==> src/rtl/cipher_block_scheduler_pkg.sv <==
// Shared types and constants for the cipher block scheduler: state encoding,
// block/byte widths and a counter-width helper.
package cipher_sched_pkg;

  localparam int AES_BLOCK_W = 128;
  localparam int BYTE_W      = 8;

  typedef enum logic {
    IDLE = 1'b0,
    SEND = 1'b1
  } state_e;

  // Counter width for a modulo-n index; a single-value range still needs one bit.
  function automatic int idx_width(input int n);
    return (n > 1) ? $clog2(n) : 1;
  endfunction

endpackage

==> src/rtl/cipher_block_scheduler_if.sv <==
// Block-input and byte-FIFO-output signal bundle for the cipher block scheduler.
interface cipher_sched_if
  import cipher_sched_pkg::*;
#(
  parameter int BLOCK_BYTES = AES_BLOCK_W / BYTE_W
);

  // Handshake: a block transfers on a clk edge where blk_valid && blk_ready;
  // blk_data only has to be stable in that cycle. The byte side has no ready:
  // fifo_w_enable is only raised when fifo_full is low.
  logic                       blk_valid;
  logic [8*BLOCK_BYTES-1:0]   blk_data;
  logic                       blk_ready;
  logic                       abort;
  logic                       fifo_full;
  logic                       fifo_w_enable;
  logic [BYTE_W-1:0]          fifo_w_data;
  logic                       busy;
  logic                       pkt_done;
  logic [15:0]                blk_count;

  modport master (
    output blk_valid, blk_data, abort, fifo_full,
    input  blk_ready, fifo_w_enable, fifo_w_data, busy, pkt_done, blk_count
  );

  modport slave (
    input  blk_valid, blk_data, abort, fifo_full,
    output blk_ready, fifo_w_enable, fifo_w_data, busy, pkt_done, blk_count
  );

endinterface

==> src/rtl/cipher_block_scheduler_block_shift_reg.sv <==
// Loadable block register that shifts one byte per write toward its head byte;
// zeros fill in behind the head.
module block_shift_reg
  import cipher_sched_pkg::*;
#(
  parameter int BLOCK_BYTES = 16,
  parameter bit MSB_FIRST   = 1'b0
) (
  input  logic                          clk,
  input  logic                          rst,
  input  logic                          load_i,
  input  logic                          shift_i,
  input  logic [BYTE_W*BLOCK_BYTES-1:0] data_i,
  output logic [BYTE_W-1:0]             head_byte_o
);

  localparam int W = BYTE_W * BLOCK_BYTES;

  logic [W-1:0] data_q, data_d;

  // A load in the same cycle as the final shift starts the next block.
  always_comb begin
    data_d = data_q;
    if (load_i) begin
      data_d = data_i;
    end else if (shift_i) begin
      data_d = MSB_FIRST ? (data_q << BYTE_W) : (data_q >> BYTE_W);
    end
  end

  always_ff @(posedge clk) begin
    if (rst) begin
      data_q <= '0;
    end else begin
      data_q <= data_d;
    end
  end

  assign head_byte_o = MSB_FIRST ? data_q[W-1 -: BYTE_W] : data_q[BYTE_W-1:0];

endmodule

==> src/rtl/cipher_block_scheduler.sv <==
// Serializes accepted cipher blocks into byte FIFO writes, stalling on FIFO full
// and pulsing pkt_done once every BLOCKS_PER_PKT completed blocks.
module cipher_block_scheduler
  import cipher_sched_pkg::*;
#(
  parameter int BLOCK_BYTES    = 16,
  parameter int BLOCKS_PER_PKT = 4,
  parameter bit MSB_FIRST      = 1'b0
) (
  input  logic           clk,
  input  logic           rst,
  cipher_sched_if.slave  bus,
  output state_e         state_o
);

  localparam int IDX_W = idx_width(BLOCK_BYTES);
  localparam int PKT_W = idx_width(BLOCKS_PER_PKT);
  localparam logic [IDX_W-1:0] LAST_IDX = IDX_W'(BLOCK_BYTES - 1);
  localparam logic [PKT_W-1:0] PKT_LAST = PKT_W'(BLOCKS_PER_PKT - 1);

  state_e             state_q, state_d;
  logic [IDX_W-1:0]   byte_idx_q, byte_idx_d;
  logic [PKT_W-1:0]   pkt_idx_q, pkt_idx_d;
  logic [15:0]        blk_count_q, blk_count_d;
  logic               pkt_done_q, pkt_done_d;

  logic               load;
  logic               shift;
  logic               blk_ready;
  logic               w_enable;
  logic               busy;
  logic [BYTE_W-1:0]  head_byte;

  block_shift_reg #(
    .BLOCK_BYTES (BLOCK_BYTES),
    .MSB_FIRST   (MSB_FIRST)
  ) u_shift (
    .clk         (clk),
    .rst         (rst),
    .load_i      (load),
    .shift_i     (shift),
    .data_i      (bus.blk_data),
    .head_byte_o (head_byte)
  );

  always_comb begin
    state_d     = state_q;
    byte_idx_d  = byte_idx_q;
    pkt_idx_d   = pkt_idx_q;
    blk_count_d = blk_count_q;
    pkt_done_d  = 1'b0;
    load        = 1'b0;
    shift       = 1'b0;
    blk_ready   = 1'b0;
    w_enable    = 1'b0;
    busy        = (state_q == SEND);

    if (bus.abort) begin
      state_d    = IDLE;
      byte_idx_d = '0;
      pkt_idx_d  = '0;
    end else begin
      case (state_q)
        IDLE: begin
          blk_ready = 1'b1;
          if (bus.blk_valid) begin
            load       = 1'b1;
            byte_idx_d = '0;
            state_d    = SEND;
          end
        end
        SEND: begin
          if (!bus.fifo_full) begin
            w_enable = 1'b1;
            shift    = 1'b1;
            if (byte_idx_q == LAST_IDX) begin
              // Last byte leaves this cycle, so the next block may be accepted now.
              blk_ready   = 1'b1;
              blk_count_d = blk_count_q + 16'd1;
              byte_idx_d  = '0;
              if (pkt_idx_q == PKT_LAST) begin
                pkt_idx_d  = '0;
                pkt_done_d = 1'b1;
              end else begin
                pkt_idx_d = pkt_idx_q + 1'b1;
              end
              if (bus.blk_valid) begin
                load = 1'b1;
              end else begin
                state_d = IDLE;
              end
            end else begin
              byte_idx_d = byte_idx_q + 1'b1;
            end
          end
        end
        default: state_d = IDLE;
      endcase
    end

    // Outputs show the post-reset view for the whole time rst is held.
    if (rst) begin
      blk_ready = 1'b1;
      w_enable  = 1'b0;
      busy      = 1'b0;
    end
  end

  always_ff @(posedge clk) begin
    if (rst) begin
      state_q     <= IDLE;
      byte_idx_q  <= '0;
      pkt_idx_q   <= '0;
      blk_count_q <= '0;
      pkt_done_q  <= 1'b0;
    end else begin
      state_q     <= state_d;
      byte_idx_q  <= byte_idx_d;
      pkt_idx_q   <= pkt_idx_d;
      blk_count_q <= blk_count_d;
      pkt_done_q  <= pkt_done_d;
    end
  end

  assign bus.blk_ready     = blk_ready;
  assign bus.fifo_w_enable = w_enable;
  assign bus.fifo_w_data   = (state_q == SEND && !rst) ? head_byte : '0;
  assign bus.busy          = busy;
  assign bus.pkt_done      = pkt_done_q;
  assign bus.blk_count     = blk_count_q;
  assign state_o           = state_q;

endmodule

==> src/flat_wrapper.sv <==
// flat-port wrapper written by rule: the top's interface ports become plain ports
module cipher_block_scheduler_flat import cipher_sched_pkg::*;
#(
  parameter int BLOCK_BYTES    = 16,
  parameter int BLOCKS_PER_PKT = 4,
  parameter bit MSB_FIRST      = 1'b0
)
  (clk, rst, state_o, bus_blk_valid, bus_blk_data, bus_abort, bus_fifo_full, bus_blk_ready, bus_fifo_w_enable, bus_fifo_w_data, bus_busy, bus_pkt_done, bus_blk_count);
  cipher_sched_if #(.BLOCK_BYTES(BLOCK_BYTES)) bus_i ();
  input  logic clk;
  input  logic rst;
  output state_e state_o;
  input wire logic [$bits(bus_i.blk_valid)-1:0] bus_blk_valid;
  input wire logic [$bits(bus_i.blk_data)-1:0] bus_blk_data;
  input wire logic [$bits(bus_i.abort)-1:0] bus_abort;
  input wire logic [$bits(bus_i.fifo_full)-1:0] bus_fifo_full;
  output wire logic [$bits(bus_i.blk_ready)-1:0] bus_blk_ready;
  output wire logic [$bits(bus_i.fifo_w_enable)-1:0] bus_fifo_w_enable;
  output wire logic [$bits(bus_i.fifo_w_data)-1:0] bus_fifo_w_data;
  output wire logic [$bits(bus_i.busy)-1:0] bus_busy;
  output wire logic [$bits(bus_i.pkt_done)-1:0] bus_pkt_done;
  output wire logic [$bits(bus_i.blk_count)-1:0] bus_blk_count;
  assign bus_i.blk_valid = bus_blk_valid;
  assign bus_i.blk_data = bus_blk_data;
  assign bus_i.abort = bus_abort;
  assign bus_i.fifo_full = bus_fifo_full;
  assign bus_blk_ready = bus_i.blk_ready;
  assign bus_fifo_w_enable = bus_i.fifo_w_enable;
  assign bus_fifo_w_data = bus_i.fifo_w_data;
  assign bus_busy = bus_i.busy;
  assign bus_pkt_done = bus_i.pkt_done;
  assign bus_blk_count = bus_i.blk_count;
  cipher_block_scheduler #(.BLOCK_BYTES(BLOCK_BYTES), .BLOCKS_PER_PKT(BLOCKS_PER_PKT), .MSB_FIRST(MSB_FIRST)) u_core (.clk(clk), .rst(rst), .bus(bus_i), .state_o(state_o));
endmodule
==> config.mk <==
export PLATFORM = sky130hd
export DESIGN_NAME = cipher_block_scheduler_flat
export DESIGN_NICKNAME = d
export VERILOG_FILES = /design/src/rtl/cipher_block_scheduler_pkg.sv /design/src/rtl/cipher_block_scheduler_if.sv /design/src/rtl/cipher_block_scheduler_block_shift_reg.sv /design/src/rtl/cipher_block_scheduler.sv /design/src/flat_wrapper.sv
export SDC_FILE = /design/constraint.sdc
export NUM_CORES = 1
export LEC_CHECK = 0
export BUFFER_PORTS_ARGS = -buffer_cell sky130_fd_sc_hd__buf_4
export CAP_MARGIN = 10
export CORE_MARGIN = 4
export CORE_UTILIZATION = 30
export CTS_BUF_LIST = sky130_fd_sc_hd__clkbuf_4
export CTS_CLUSTER_DIAMETER = 100
export CTS_CLUSTER_SIZE = 28
export DETAILED_ROUTE_END_ITERATION = 8
export PLACE_DENSITY = 0.56
export SYNTH_ARGS = -nofsm -noshare
export SYNTH_HDL_FRONTEND = slang
export SYNTH_SLANG_ARGS = --single-unit
==> constraint.sdc <==
create_clock -name clk -period 3.25 [get_ports clk]
set_clock_uncertainty 0.2 [all_clocks]
set_input_delay 0.325 -clock clk [delete_from_list [all_inputs] [get_ports clk]]
set_output_delay 0.325 -clock clk [all_outputs]
set_load 0.05 [all_outputs]
==> qor.yml <==
synthesis:
  yosysSeqAreaShare_pct: 45.50
  synthCells: 723
  yosysTopAreaCellShare_pct: 45.50
  ys_types: 37
  syn_area_um2: 6688
  synth_top_area_cell: "dfxtp_1"
  synth_fa_ha_area_share_pct: 0.5613
  synthMuxAreaShare_pct: 17.96
  syn_area_per_cell_um2: 9.250
  synth_area_leaders: "dfxtp_1, mux2i_1, a211oi_1, nor2_1, clkbuf_1"
  yosys.area_share.simple_pct: 14.05
  synth_seq_cells: 152
  synth_compound_area_share_pct: 16.78
  synth_top_family_by_area: "multiplexers"
  synth_warnings: 0
  synth_nets: 859
  synth-xor-area-share_pct: 1.048
timing:
  final.period_utilization_pct: 83.87
  maxSlewViolCount: 0
  max-slew-margin-rel_pct: 40.24
  fmax_ghz: 0.3669
  grt_setup_unrepaired: "false"
  tightest_slew_ps: 896.4
  tns_ps: 0
  setup_slack_ps: 524.1
  hold_viol: 0
  finalSetupViolCount: 0
  hold_ws_ps: 166.1
  min_period_ps: 2726
place:
  pre_cts_ws_ps: 800.8
  placed_area_um2: 8110
  portBuffers: 161
  dp_hpwl_um: 11950
  placed_cells: 1108
  place.gp.congestion: 0.7498
hold_path:
  hold_class: "input port to flip-flop"
layout:
  final_core_util_pct: 44.71
  final_net_count: 1116
  areaGrowthSynthToFinish_pct: 46.36
  multiInputGateArea_um2: 3387
  regArea_um2: 3043
  drive_above_1_share_pct: 20.44
  fin_cells: 1274
  design_area_um2: 9788
  fillCellCount: 2106
routing:
  drt_iter0_drc: 324
  ant_nets: 0
  routedWlPerCell_um: 15.25
  vias: 5986
  drc: 0
  drtPass1Iterations: 4
  route.met2.wl_um: 9011
  wl_met3_um: 782
  via_per_inst: 4.699
  met1_length_um: 9400
  top_layer_used: "met4"
  wl_um: 19430
setup_path:
  crit_arrival_ps: 2200
  cp-end-kind: "output port"
  startpoint_type: "flip-flop"
  worstPathMaxFanout: 11
  worst-setup-path-type: "flip-flop to output port"
  required_ps: 2720
floorplanning:
  die-area_um2: 24740
  ioPinCount: 162
  placementRows: 54
  fp.dieH_um: 157.3
  die_x_um: 157.3
  coreArea_um2: 21890
  start_util_pct: 30.55
clock_tree:
  h-tree-depth: 4
  cts_buffers: 17
  tritoncts: "done"
  insertion_delay_ps: 550
  cts.path.max_buffers: 2
  cts_resized: 0
  clk_pin_slew_ps: 150
  cts-root-buf: "clkbuf_4"
  clock-sinks: 152
global_routing:
  grt.total_usage_pct: 15.60
  grt_pass1_vias: 5905
  grt_pass1_wl_um: 31010
  antenna_found_initial: 1
  grt_overflow: 0
  grt_max_degree: 168
job:
  cap_viol_max_count: 0
run_status:
  status: "complete, no violations"
pwr:
  total_power_mw: 4.008
  p_leak_nw: 3.682
  ir_worst_vdd_v: 0.0002290
  powerDensity_nw_per_um2: 409.4
## path summary, 6_finish.rpt
path	slack (ps)	depth (start not counted)	to	start
max	520	4	bus_fifo_w_data[3]	u_core.state_o
min	170	5	u_core.u_shift.data_q[123]	bus_abort
max reg2reg	710	5	u_core.bus.blk_count[15]	u_core.byte_idx_q[0]
min reg2reg	280	2	u_core.u_shift.data_q[127]	u_core.u_shift.data_q[127]
## logic make-up (layout without fill, tap and decap cells)
logic type | count (synthesis) | after routing
xor+xnor | 8 | 8
flops | 152 | 152
buf+inv | 68 | 338
other cells | 0 | 1
simple gates | 213 | 213
fa+ha+maj | 3 | 3
mux | 120 | 120
compound gates | 159 | 159
## metal layers
metal  global-route usage, %  up-vias
li1                        -     3155
met1                   21.39     2693
met2                   25.10      125
met3                   3.134       13
met4                   4.302        0
met5                       0        -
## cells in the final DEF, fill, tap and decap left out, types with 5 or more instances in the layout
cell type / n
buf_4: 164
dfxtp_1: 152
nor2_1: 140
dlygate4sd3_1: 133
mux2i_1: 120
a211oi_1: 120
a21oi_1: 22
clkbuf_4: 19
nand2_1: 18
nand3_1: 14
and2_1: 8
o21ai_0: 6
xnor2_1: 6
inv_1: 5
or3_1: 5
nor4_1: 5
bufinv_16: 5
## timing repair
| action | CTS | global route |
|---|---|---|
| hold buffers | 133 | 0 |
| setup buffers | 0 | 0 |
| endpoints found under the hold margin | 136 | 0 |
| endpoints found under the setup margin | 0 | 0 |
## flip-flops by register name, summed over array words and instances, names as in the netlist
signal                 flops
u_core.pkt_idx_q           2
u_core.u_shift.data_q    128
u_core.bus.pkt_done        1
u_core.byte_idx_q          4
u_core.state_o             1
u_core.bus.blk_count      16
## final cells by class
| type | instances | area share (%) |
|---|---|---|
| diodes | 1 | 0.02557 |
| clock buffers | 19 | 1.457 |
| clock inverters | 13 | 2.058 |
| inverters | 5 | 0.1917 |
| multi-input cells | 503 | 34.60 |
| flip-flops and latches | 152 | 31.09 |
| well taps | 280 | 3.579 |
| repair buffers | 301 | 27.00 |
## worst max-delay path, cell delays in order (launching register included)
cell     delay [ps]
dfxtp_1         540
inv_1           180
nor2_1          520
and2_1          220
buf_4           200
## power by group
part / internal, mW / leakage (nW) / switching [mW]
sequential: 1.97 / 1.25 / 0.0668
clock: 0.702 / 0.179 / 0.691
combinational: 0.331 / 2.26 / 0.244
total: 3.01 / 3.68 / 1.00
## Yosys cell counts (all sizes together)
library cell and n:
and4b 3, and4 1, a21o 2, xnor2 6, buf 16, or4 4, o21a 1, and2 8
or3b 1, or2 1, o21ai 7, o31ai 4, dfxtp 152, nor3 2, nand2b 2, o21bai 1
a21oi 22, nor4 5, clkbuf 47, ha 3, xor2 2, nand4 4, nor2 140, nand3 14
nand2 18, and3 2, nor3b 1, o221ai 1, inv 5, mux2i 120, or3 5, a211oi 120
nor2b 2, a22oi 1
(Power assumes the default switching activity.)
